===== config.mk =====
export PLATFORM = sky130hd
export DESIGN_NAME = countdown_timer_ctrl
export DESIGN_NICKNAME = d
export VERILOG_FILES = /design/src/rtl/countdown_timer_ctrl_pkg.sv /design/src/rtl/countdown_timer_ctrl_prescaler.sv /design/src/rtl/countdown_timer_ctrl.sv
export SDC_FILE = /design/constraint.sdc
export NUM_CORES = 1
export LEC_CHECK = 0
export CORE_MARGIN = 2
export CORE_UTILIZATION = 42
export DETAILED_ROUTE_END_ITERATION = 16
export PLACE_DENSITY = 0.65
export SKIP_LAST_GASP = 1
export SLEW_MARGIN = 10
export SYNTH_ARGS = -nofsm -noshare
export SYNTH_HDL_FRONTEND = slang
export SYNTH_HIERARCHICAL = 1
export SYNTH_SLANG_ARGS = --single-unit

===== constraint.sdc =====
create_clock -name Clk -period 2.7 [get_ports Clk]
set_input_delay 0.27 -clock Clk [delete_from_list [all_inputs] [get_ports Clk]]
set_output_delay 0.27 -clock Clk [all_outputs]
set_load 0.01 [all_outputs]

===== src/rtl/countdown_timer_ctrl_pkg.sv =====
// ---------------------------------------------------------------------------
// countdown_timer_ctrl_pkg
// Shared definitions for the countdown timer block:
//   - timer_state_e : controller state encoding (IDLE/RUN/PAUSE)
//   - TIMER_WIDTH_DEFAULT / TIMER_PRESCALE_DEFAULT : default parameter values
// ---------------------------------------------------------------------------
package countdown_timer_ctrl_pkg;

  localparam int TIMER_WIDTH_DEFAULT    = 4;
  localparam int TIMER_PRESCALE_DEFAULT = 1;

  typedef enum logic [1:0] {
    ST_IDLE  = 2'b00,
    ST_RUN   = 2'b01,
    ST_PAUSE = 2'b10
  } timer_state_e;

endpackage


===== src/rtl/countdown_timer_ctrl_prescaler.sv =====
// ---------------------------------------------------------------------------
// timer_prescaler
// Divides Clk into count ticks. The internal counter runs 0..PRESCALE-1 while
// En is high and holds its value while En is low.
// Ports:
//   Clk   in  clock
//   ClrN  in  asynchronous active-low reset
//   En    in  advance the counter this cycle
//   Clr   in  synchronous clear to 0 (wins over En)
//   Tick  out high in the cycle whose edge completes a prescale period
// ---------------------------------------------------------------------------
module timer_prescaler #(
  parameter int PRESCALE = 1
) (
  input  logic Clk,
  input  logic ClrN,
  input  logic En,
  input  logic Clr,
  output logic Tick
);

  localparam int            PW   = (PRESCALE > 1) ? $clog2(PRESCALE) : 1;
  localparam logic [PW-1:0] LAST = PW'(PRESCALE - 1);

  logic [PW-1:0] cnt_q;

  // Combinational so the controller sees the tick on the same edge the
  // counter wraps.
  assign Tick = En && (cnt_q == LAST);

  always_ff @(posedge Clk or negedge ClrN) begin
    if (!ClrN) begin
      cnt_q <= '0;
    end else if (Clr) begin
      cnt_q <= '0;
    end else if (En) begin
      cnt_q <= Tick ? '0 : cnt_q + PW'(1);
    end
  end

endmodule


===== src/rtl/countdown_timer_ctrl.sv =====
// ---------------------------------------------------------------------------
// countdown_timer_ctrl
// Loadable down-counter with prescaler, pause/resume and optional auto-reload.
// Ports:
//   Clk        in   clock (rising edge)
//   ClrN       in   asynchronous active-low reset
//   Start      in   start / resume counting
//   Stop       in   pause counting (priority over Start and a coincident tick)
//   Load       in   load LoadVal into Count and Reload (IDLE or PAUSE only)
//   LoadVal    in   preset value
//   AutoReload in   restart from Reload on expiry instead of stopping
//   Count      out  registered counter value
//   Busy       out  state is RUN or PAUSE
//   Done       out  registered one-cycle expiry pulse
//   state_dbg  out  current state register
// Handshake: none; all control inputs are levels sampled on every rising edge.
// ---------------------------------------------------------------------------
module countdown_timer_ctrl
  import countdown_timer_ctrl_pkg::*;
#(
  parameter int WIDTH    = TIMER_WIDTH_DEFAULT,
  parameter int PRESCALE = TIMER_PRESCALE_DEFAULT
) (
  input  logic             Clk,
  input  logic             ClrN,
  input  logic             Start,
  input  logic             Stop,
  input  logic             Load,
  input  logic [WIDTH-1:0] LoadVal,
  input  logic             AutoReload,
  output logic [WIDTH-1:0] Count,
  output logic             Busy,
  output logic             Done,
  output logic [1:0]       state_dbg
);

  timer_state_e     state_q, state_n;
  logic [WIDTH-1:0] count_q, count_n;
  logic [WIDTH-1:0] reload_q, reload_n;
  logic             done_q, done_n;
  logic             pre_en, pre_clr, tick;

  // Stop freezes the prescaler on the very edge it is sampled, so a tick
  // coinciding with Stop is suppressed. The prescaler is held at 0 in IDLE,
  // so every RUN entry from IDLE starts a fresh period.
  assign pre_en  = (state_q == ST_RUN) && !Stop;
  assign pre_clr = (state_q == ST_IDLE);

  timer_prescaler #(
    .PRESCALE (PRESCALE)
  ) u_prescaler (
    .Clk  (Clk),
    .ClrN (ClrN),
    .En   (pre_en),
    .Clr  (pre_clr),
    .Tick (tick)
  );

  always_ff @(posedge Clk or negedge ClrN) begin
    if (!ClrN) begin
      state_q  <= ST_IDLE;
      count_q  <= '0;
      reload_q <= '0;
      done_q   <= 1'b0;
    end else begin
      state_q  <= state_n;
      count_q  <= count_n;
      reload_q <= reload_n;
      done_q   <= done_n;
    end
  end

  always_comb begin
    state_n  = state_q;
    count_n  = count_q;
    reload_n = reload_q;
    done_n   = 1'b0;
    case (state_q)
      ST_IDLE: begin
        // Load wins over Start; starting from zero is meaningless.
        if (Load) begin
          count_n  = LoadVal;
          reload_n = LoadVal;
        end else if (Start && (count_q != '0)) begin
          state_n = ST_RUN;
        end
      end
      ST_RUN: begin
        if (Stop) begin
          state_n = ST_PAUSE;
        end else if (tick) begin
          if (count_q > WIDTH'(1)) begin
            count_n = count_q - WIDTH'(1);
          end else if (count_q == WIDTH'(1)) begin
            done_n = 1'b1;
            if (AutoReload) begin
              count_n = reload_q;
            end else begin
              count_n = '0;
              state_n = ST_IDLE;
            end
          end
          // count_q == 0 cannot occur in RUN; hold rather than wrap.
        end
      end
      ST_PAUSE: begin
        if (Load) begin
          count_n  = LoadVal;
          reload_n = LoadVal;
          if (LoadVal == '0) begin
            state_n = ST_IDLE;
          end
        end else if (Start && !Stop) begin
          state_n = ST_RUN;
        end
      end
      default: begin
        state_n = ST_IDLE;
      end
    endcase
  end

  assign Count     = count_q;
  assign Done      = done_q;
  assign Busy      = (state_q == ST_RUN) || (state_q == ST_PAUSE);
  assign state_dbg = state_q;

endmodule


==> impl_metrics.ini, run 1 <==
[clock_tree]
clk_path_buf_depth = 2
ctsHoldBuffers = 0
cts_buffers = 3
root_buffer = clkbuf_4
cts_setup_buffers = 0
clock_sinks = 12
htreeDepth = 1
clk-insertion-delay-late_ns = 0.27
path_clk_slew_ns = 0.08
ctsResizeCount = 0
cts_tree = yes

[global_routing]
grt_first_pass_wirelength_um = 3200
grt_max_degree = 13
grt_util_all_layers_pct = 17.0
grt_pass1_vias = 692
antenna_found_initial = 0
grt-ovfl-total = 0

[placement]
hpwl_um = 1380
gp_congestion = 0.843
numPortBuffers = 17
place_area_um2 = 1030

[finish]
antenna_cells = 0
drive_above_1_share_pct = 15.2
fin_area_um2 = 1050
nets = 118
area_delta_synth_final_pct = 25.9

[synthesis]
synth_edf_count = 0
synthCells = 81
synth.net_count = 98
synth-main-ff-cell = dfrtp_1
synthXorXnorAreaFrac_pct = 0
yosysMostFrequentCell = dfrtp_1
synth_top_cells_by_count = dfrtp_1 (12), ha_1 (7), nor2_1 (7)
avgSynthCellArea_um2 = 10.3
ys_async_sr_fraction_pct = 100
synth_area_leaders = dfrtp_1 (36%), ha_1 (10%), mux2_2 (8.1%)
yosys_register_bits = 12
muxShareOfSynthArea_pct = 12.3
netlist_area_um2 = 836
synth_compound_area_share_pct = 18.4
synth_cell_types = 33
synth.top_cell.area_share_pct = 35.9
synth_top_family_by_area = simple AND/OR/NAND/NOR gates
synth_top_area_cell = dfrtp_1
synth-simple-area-share_pct = 19.0
yosys_warnings = 6
synthAdderAreaFrac_pct = 10.5
ys_seq_area_share_pct = 35.9

[critical_path]
worstPathArrival_ns = 2.36
startpoint_type = flop
cp-end-kind = flop
worstSetupPathType = reg2reg
critPathRequiredTime_ns = 2.85
crit_fanout = 4

[timing]
rsz0062_at_grt = false
fmax_mhz = 452
skew_ns = 0.00675
setup_tns_ns = 0
finalSetupViolCount = 0
final_max_slew_viol_count = 0
post-route-min-period_ns = 2.21
worst_pin_slew_ns = 0.561
hold_violations = 0
relSlewSlack_pct = 62.5
fin_crit_sh_pct = 81.9

[floorplanning]
start_util_pct = 43.5
die_area_um2 = 2360
io_pins = 18
rows = 16
coreArea_um2 = 1920
die_h_um = 48.6
fp.dieW_um = 48.6

[routing]
antenna_left = 0
drt_iter0_markers = 14
avgRoutedWirePerCell_um = 14.3
routed_wl_um = 1800
vias_per_cell = 5.45
vias = 687
firstDrtPassIters = 4
drc_errors = 0

[pwr]
p_per_area_nw_per_um2 = 1160
max-vdd-ir-drop_mv = 0.655
power.leakage_nw = 0.429
total_power_mw = 1.22

[job]
drv_cap = 0

[worst_hold_path]
hold_class = in2async

[outcome]
status = finished clean
## final timing paths
check                                to  slack, ns         start  depth (start not counted)
setup / recovery               Count[1]       0.49  state_dbg[1]                          8
hold / removal             state_dbg[1]       0.36          ClrN                          1
setup reg to reg               Count[1]       0.49  state_dbg[1]                          8
hold reg to reg             reload_q[2]       0.52   reload_q[2]                          1
max in group asynchronous   reload_q[0]       1.97          ClrN                          1
min in group Clk            reload_q[2]       0.52   reload_q[2]                          1
## cells in the final DEF, fill, tap and decap left out, types with 2 or more instances in the layout
cell,Yosys,final
o21ai_0,3,3
nand2_1,3,3
mux2i_1,2,2
nand4b_1,3,3
a31oi_1,4,4
nand2b_1,2,2
clkdlybuf4s50_1,0,17
inv_1,6,6
o311ai_0,2,2
mux2_2,6,6
nor2_1,7,7
a21oi_1,3,3
dfrtp_1,12,12
clkbuf_4,0,3
ha_1,7,7
## layer usage
layer  share of wire, %  global-route usage [%]  routed length (µm)  vias to the layer above
li1                   -                       -                   -                      338
met3                3.6                    2.78                  65                        4
met1                 50                    23.4                 900                      326
met5                  0                       0                   0                        -
met4               0.95                    5.24                  17                        0
met2                 45                    27.2                 814                       19
## power by group
| part | total (mW) | switching, mW | internal [mW] |
|---|---|---|---|
| logic | 0.749 | 0.360 | 0.389 |
| clock network | 0.111 | 0.0590 | 0.0515 |
| registers | 0.359 | 0.0992 | 0.260 |
| total | 1.22 | 0.518 | 0.701 |
## critical path: stages (launching register included)
cell and delay, ns:
dfrtp_1 0.42, inv_1 0.11, ha_1 0.21, nor2b_1 0.30
and2b_2 0.22, nand2b_1 0.05, o21ai_0 0.32, nand2_1 0.17
mux2_2 0.30
## cells by family (layout without fill, tap and decap cells)
logic type | after synthesis | count (layout)
adder cells (fa/ha/maj) | 7 | 7
AND/OR/NAND/NOR | 25 | 25
AO/OA/AOI/OAI | 20 | 20
multiplexers | 9 | 9
buffers and inverters | 8 | 26
flip-flops | 12 | 12
## stage by stage
stage | worst slack [ns] | instances | utilization, % | hold WS [ns]
3_5_place_dp | 0.472 | 123 | 53.6 | 0.502
2_1_floorplan | 0.700 | 81 | - | -0.0256
5_1_grt | 0.224 | 126 | 54.8 | 0.407
4_1_cts | 0.491 | 126 | 54.8 | 0.380
3_3_place_gp | 0.552 | 123 | 53.6 | 0.499
6_report | 0.490 | 126 | 54.8 | 0.356
## sequential cells by signal, summed over array words and instances, names as in the netlist
register           cells
state_dbg              2
Done                   1
reload_q               4
u_prescaler/cnt_q      1
Count                  4
## area by class of cell
class                   count  area, µm²
fillers                   195        870
multi-input cells          61        503
flip-flops and latches     12        300
repair buffers             17        170
well taps                  27       33.8
clock buffers               3       22.5
inverters                   6       22.5
(Power assumes the default switching activity.)
==> run 2: changes to the inputs <==
--- a/config.mk
+++ b/config.mk
@@ -8,7 +8,7 @@
 export CORE_MARGIN = 2
 export CORE_UTILIZATION = 42
 export DETAILED_ROUTE_END_ITERATION = 16
-export PLACE_DENSITY = 0.65
+export PLACE_DENSITY = 0.68
 export SKIP_LAST_GASP = 1
 export SLEW_MARGIN = 10
 export SYNTH_ARGS = -nofsm -noshare
==> constraint.sdc (replaced) <==
create_clock -name Clk -period 1.8 [get_ports Clk]
set_input_delay 0.18 -clock Clk [delete_from_list [all_inputs] [get_ports Clk]]
set_output_delay 0.18 -clock Clk [all_outputs]
set_load 0.01 [all_outputs]
==> impl_metrics.ini, run 2 (synthesis gave the netlist of run 1 again) <==
[outcome]
status = finished clean

[timing]
worst_pin_slew_ns = 0.595
fmax_mhz = 573
post-route-min-period_ns = 1.74
setup_tns_ns = 0
fin_ws_ns = 0.0557
rsz0062_at_grt = true
final_max_slew_viol_count = 0
skew_ns = 0.00750
relSlewSlack_pct = 60.2
finalSetupViolCount = 0
hold_violations = 0
fin_crit_sh_pct = 96.9

[finish]
area_delta_synth_final_pct = 52.5
final_cell_mix = buf_4 (21), clkdlybuf4s50_1 (16), dfrtp_1 (12)
drive_above_1_share_pct = 38.8
final_common_cell = buf_4
nets = 139
antenna_cells = 0
nFillCells = 165

[placement]
hpwl_um = 1520
numPortBuffers = 17
pre_cts_ws_ns = -0.185
gp_congestion = 0.849

[critical_path]
crit_fanout = 2
worstSetupPathType = reg2reg
critPathSlowestCell = dfrtp_1
worstPathCellList = inv_2 > ha_4 > nor2b_4 > and2b_2 > nand2_2 > o31ai_4 > o2111ai_2 > mux2_4
startpoint_type = flop
worstPathArrival_ns = 1.91
critPathRequiredTime_ns = 1.97
slowest_delay_ns = 0.39
cp-end-kind = flop

[floorplanning]
coreArea_um2 = 1920
io_pins = 18
fp.dieW_um = 48.6
rows = 16
die_h_um = 48.6
die_area_um2 = 2360
start_util_pct = 43.5

[global_routing]
antenna_found_initial = 0
grt_max_degree = 13
grt-ovfl-total = 0
grt_pass1_vias = 776
grt_util_all_layers_pct = 18.3
grt_first_pass_wirelength_um = 3390

[pwr]
swShare_pct = 40.0
max-vdd-ir-drop_mv = 1.07
p_per_area_nw_per_um2 = 1790
p_clk_share_pct = 9.9
combPwrFrac_pct = 68.7
power.leakage_nw = 0.547
switching_power_mw = 0.914
p_int_mw = 1.37
pwr-share-seq_pct = 21.4

[job]
drv_cap = 0

[routing]
drc_errors = 0
vias_per_cell = 5.26
routed_wl_um = 2020
drt_iter0_markers = 18
firstDrtPassIters = 5
avgRoutedWirePerCell_um = 13.6
antenna_left = 0
vias = 779

[clock_tree]
ctsHoldBuffers = 0
clk_path_buf_depth = 2
htreeDepth = 1
root_buffer = clkbuf_4
cts_buffers = 3
cts_tree = yes
clk-insertion-delay-late_ns = 0.28
clock_sinks = 12
path_clk_slew_ns = 0.09

[worst_hold_path]
hold_class = in2async
[run 2: path summary, 6_finish.rpt]
path / start / endpoint / slack [ns] / cells past startpoint
hold reg to reg: reload_q[0] / reload_q[0] / 0.52 / 1
max in group asynchronous: ClrN / Done / 1.14 / 1
min in group Clk: reload_q[0] / reload_q[0] / 0.52 / 1
setup / recovery: state_dbg[1] / state_dbg[0] / 0.06 / 8
setup reg to reg: state_dbg[1] / state_dbg[0] / 0.06 / 8
hold / removal: ClrN / reload_q[2] / 0.26 / 1
[run 2: worst max-delay path, delay by kind of cell (launching register included)]
kind	cells	cell delay (ns)
adder cells (fa/ha/maj)	1	0.12
AND/OR/NAND/NOR	3	0.35
multiplexers	1	0.33
AO/OA/AOI/OAI	2	0.37
buffers and inverters	1	0.08
flip-flops	1	0.39
[run 2: cell type report]
type	instances	area [µm²]	share of cell area, %
multi-input combinational	61	556	43.6
timing repair buffer	38	327	25.6
sequential	12	300	23.6
clock buffer	4	36.3	2.85
tap	27	33.8	2.65
inverter	6	22.5	1.77
[run 2: what timing repair did]
action / CTS / global route
pin swaps: 3 / 4
setup endpoints to repair: 2 / 5
gates resized for setup: 3 / 7
endpoints found under the hold margin: 0 / 0
buffers inserted: 4 / 1
[run 2: stage by stage]
stage	instances	util [%]	hold slack (ns)	total power [mW]	cell area, µm²
6_report	148	66.3	0.265	2.28	1270
5_1_grt	148	66.3	0.320	2.46	1270
4_1_cts	147	64.8	0.274	2.20	1250
3_5_place_dp	140	61.3	0.500	1.93	1180
3_3_place_gp	140	61.3	0.497	1.91	1180
2_1_floorplan	81	-	-0.116	1.34	856
[run 2: routing by layer]
metal  GRT usage [%]  vias to the layer above  wire length (µm)
met5               0                        -                 0
met3            1.85                        3                52
met1            22.6                      369               921
met2            32.0                       19              1030
li1                -                      388                 -
met4            8.57                        0                17
[run 2: power by group through the flow]
stage                     combinational [mW]  clock, mW  sequential, mW
after floorplan                        0.822          0           0.515
after global placement                  1.42          0           0.488
after detailed placement                1.44          0           0.492
after CTS                               1.49      0.225           0.487
after global routing                    1.71      0.238           0.507
final                                   1.57      0.226           0.489
==> run 3: changes to the inputs <==
--- a/config.mk
+++ b/config.mk
@@ -5,10 +5,13 @@
 export SDC_FILE = /design/constraint.sdc
 export NUM_CORES = 1
 export LEC_CHECK = 0
+export ABC_AREA = 1
+export CELL_PAD_IN_SITES_DETAIL_PLACEMENT = 0
+export CELL_PAD_IN_SITES_GLOBAL_PLACEMENT = 2
 export CORE_MARGIN = 2
-export CORE_UTILIZATION = 42
+export CORE_UTILIZATION = 24
 export DETAILED_ROUTE_END_ITERATION = 16
-export PLACE_DENSITY = 0.68
+export PLACE_DENSITY = 0.7
 export SKIP_LAST_GASP = 1
 export SLEW_MARGIN = 10
 export SYNTH_ARGS = -nofsm -noshare
==> impl_metrics.ini, run 3 <==
[outcome]
status = finished clean

[routing]
firstDrtPassIters = 4
routed_wl_um = 2340
antenna_left = 0
vias_per_cell = 4.23
avgRoutedWirePerCell_um = 11.1
drt_iter0_markers = 22
vias = 892
drc_errors = 0

[pwr]
max-vdd-ir-drop_mv = 0.474
p_per_area_nw_per_um2 = 1670
total_power_mw = 2.08
power.leakage_nw = 0.639

[clock_tree]
cts_tree = yes
ctsHoldBuffers = 0
clock_sinks = 12
root_buffer = clkbuf_8
clk_path_buf_depth = 2
htreeDepth = 1
clk-insertion-delay-late_ns = 0.25
cts_buffers = 3
path_clk_slew_ns = 0.07

[finish]
antenna_cells = 0
nFillCells = 418
final_common_cell = nand2_1
area_delta_synth_final_pct = 36.5
nets = 181
drive_above_1_share_pct = 14.7
final_cell_mix = nand2_1 (50), inv_1 (20), clkdlybuf4s50_1 (17)

[critical_path]
worstSetupPathType = reg2out
worstPathArrival_ns = 1.54
crit_fanout = 4
startpoint_type = flop
slowest_delay_ns = 0.53
critPathRequiredTime_ns = 1.62
rr_worst_depth = 14
worstPathCellList = inv_1 > ha_1 > clkdlybuf4s50_1
critPathSlowestCell = clkdlybuf4s50_1
cp-end-kind = primary output

[synthesis]
synth_top_family_by_area = simple AND/OR/NAND/NOR gates
synth_edf_count = 0
synth_compound_area_share_pct = 8.12
muxShareOfSynthArea_pct = 0
yosys_register_bits = 12
synthXorXnorAreaFrac_pct = 0
yosys_warnings = 6
synth_area_leaders = dfrtp_1 (33%), nand2_1 (21%), ha_1 (9.6%)
synth_top_area_cell = dfrtp_1
synth-simple-area-share_pct = 38.9
synthCells = 138
ys_seq_area_share_pct = 33.0
netlist_area_um2 = 910
synth_cell_types = 18
avgSynthCellArea_um2 = 6.59
yosysMostFrequentCell = nand2_1
synth-main-ff-cell = dfrtp_1
synth.net_count = 155
synthAdderAreaFrac_pct = 9.63
ys_async_sr_fraction_pct = 100
synth_top_cells_by_count = nand2_1 (50), inv_1 (20), dfrtp_1 (12)
synth.top_cell.area_share_pct = 33.0

[global_routing]
grt_first_pass_wirelength_um = 4030
grt_max_degree = 13
grt_pass1_vias = 899
grt_util_all_layers_pct = 12.4
grt-ovfl-total = 0
antenna_found_initial = 0

[floorplanning]
rows = 22
die_area_um2 = 4300
start_util_pct = 24.8
fp.dieW_um = 65.6
coreArea_um2 = 3660
io_pins = 18
die_h_um = 65.6

[timing]
final_max_slew_viol_count = 0
fin_crit_sh_pct = 95.4
post-route-min-period_ns = 1.72
hold_violations = 0
setup_tns_ns = 0
relSlewSlack_pct = 58.9
worst_pin_slew_ns = 0.615
fmax_mhz = 582
finalSetupViolCount = 0
skew_ns = 0.00608

[placement]
numPortBuffers = 17
hpwl_um = 1830
gp_congestion = 0.789

[worst_hold_path]
hold_class = in2async

[job]
drv_cap = 0
## run 3: cell types whose count changed after synthesis, sizes merged, moves of 3 or more
cell / change
a31oi: -4
inv: +19
mux2: -7
nand2: +48
nand3: +12
nand4: +3
nand4b: -3
nor2: +7
o21ai: +5
## run 3: critical path, delay by kind of cell, from the launching register on
kind       cells  cell delay, ns
flops          1            0.39
fa+ha+maj      1            0.29
buf+inv        2            0.61
## run 3: kinds of logic (layout without fill, tap and decap cells)
kind of cell	Yosys count	count (layout)
buffers and inverters	25	50
and+or+nand+nor	81	81
AOI/OAI and AO/OA	13	13
DFF	12	12
adders and majority gates	7	7
## run 3: final timing paths
| kind | from | to | slack (ns) |
|---|---|---|---|
| hold reg to reg | reload_q[3] | reload_q[3] | 0.50 |
| hold / removal | ClrN | reload_q[0] | 0.31 |
| setup reg to reg | state_dbg[1] | state_dbg[1] | 0.21 |
| min in group Clk | reload_q[3] | reload_q[3] | 0.50 |
| setup / recovery | state_dbg[0] | Busy | 0.08 |
| max in group asynchronous | ClrN | state_dbg[0] | 1.06 |
## run 3: area by class of cell
cell class	instances	area [µm²]	share of cell area, %
well taps	48	60.1	4.84
flip-flops and latches	12	302	24.3
multi-input cells	101	531	42.7
clock buffers	4	55.1	4.44
inverters	25	93.8	7.56
repair buffers	21	200	16.1
## run 3: timing repair
item,4_1_cts,5_1_grt
gates resized for setup,1,4
setup buffers,0,2
setup endpoints to repair,1,7
## run 3: through the flow
stage / utilization [%] / setup slack [ns] / std cells / hold WS, ns / instance area (µm²)
after global placement: 31.5 / 0.156 / 205 / 0.468 / 1150
after detailed placement: 31.5 / 0.101 / 205 / 0.489 / 1150
final: 33.9 / 0.0821 / 211 / 0.313 / 1240
after CTS: 33.1 / 0.0401 / 209 / 0.339 / 1210
after floorplan: - / 0.180 / 138 / -0.116 / 910
after global routing: 33.9 / -0.00442 / 211 / 0.363 / 1240
## run 3: where the power goes
part           switching [mW]  total, mW  internal [mW]
logic                   0.729       1.26          0.527
registers               0.119      0.502          0.383
clock network           0.125      0.319          0.194
## run 3: per-layer routing
metal / vias to the layer above / GRT usage (%) / part of all wire, %
met5: - / 0 / 0
met4: 0 / 4.69 / 1.4
met3: 4 / 2.23 / 2.6
met2: 15 / 18.9 / 44
met1: 390 / 17.5 / 52
li1: 483 / - / -
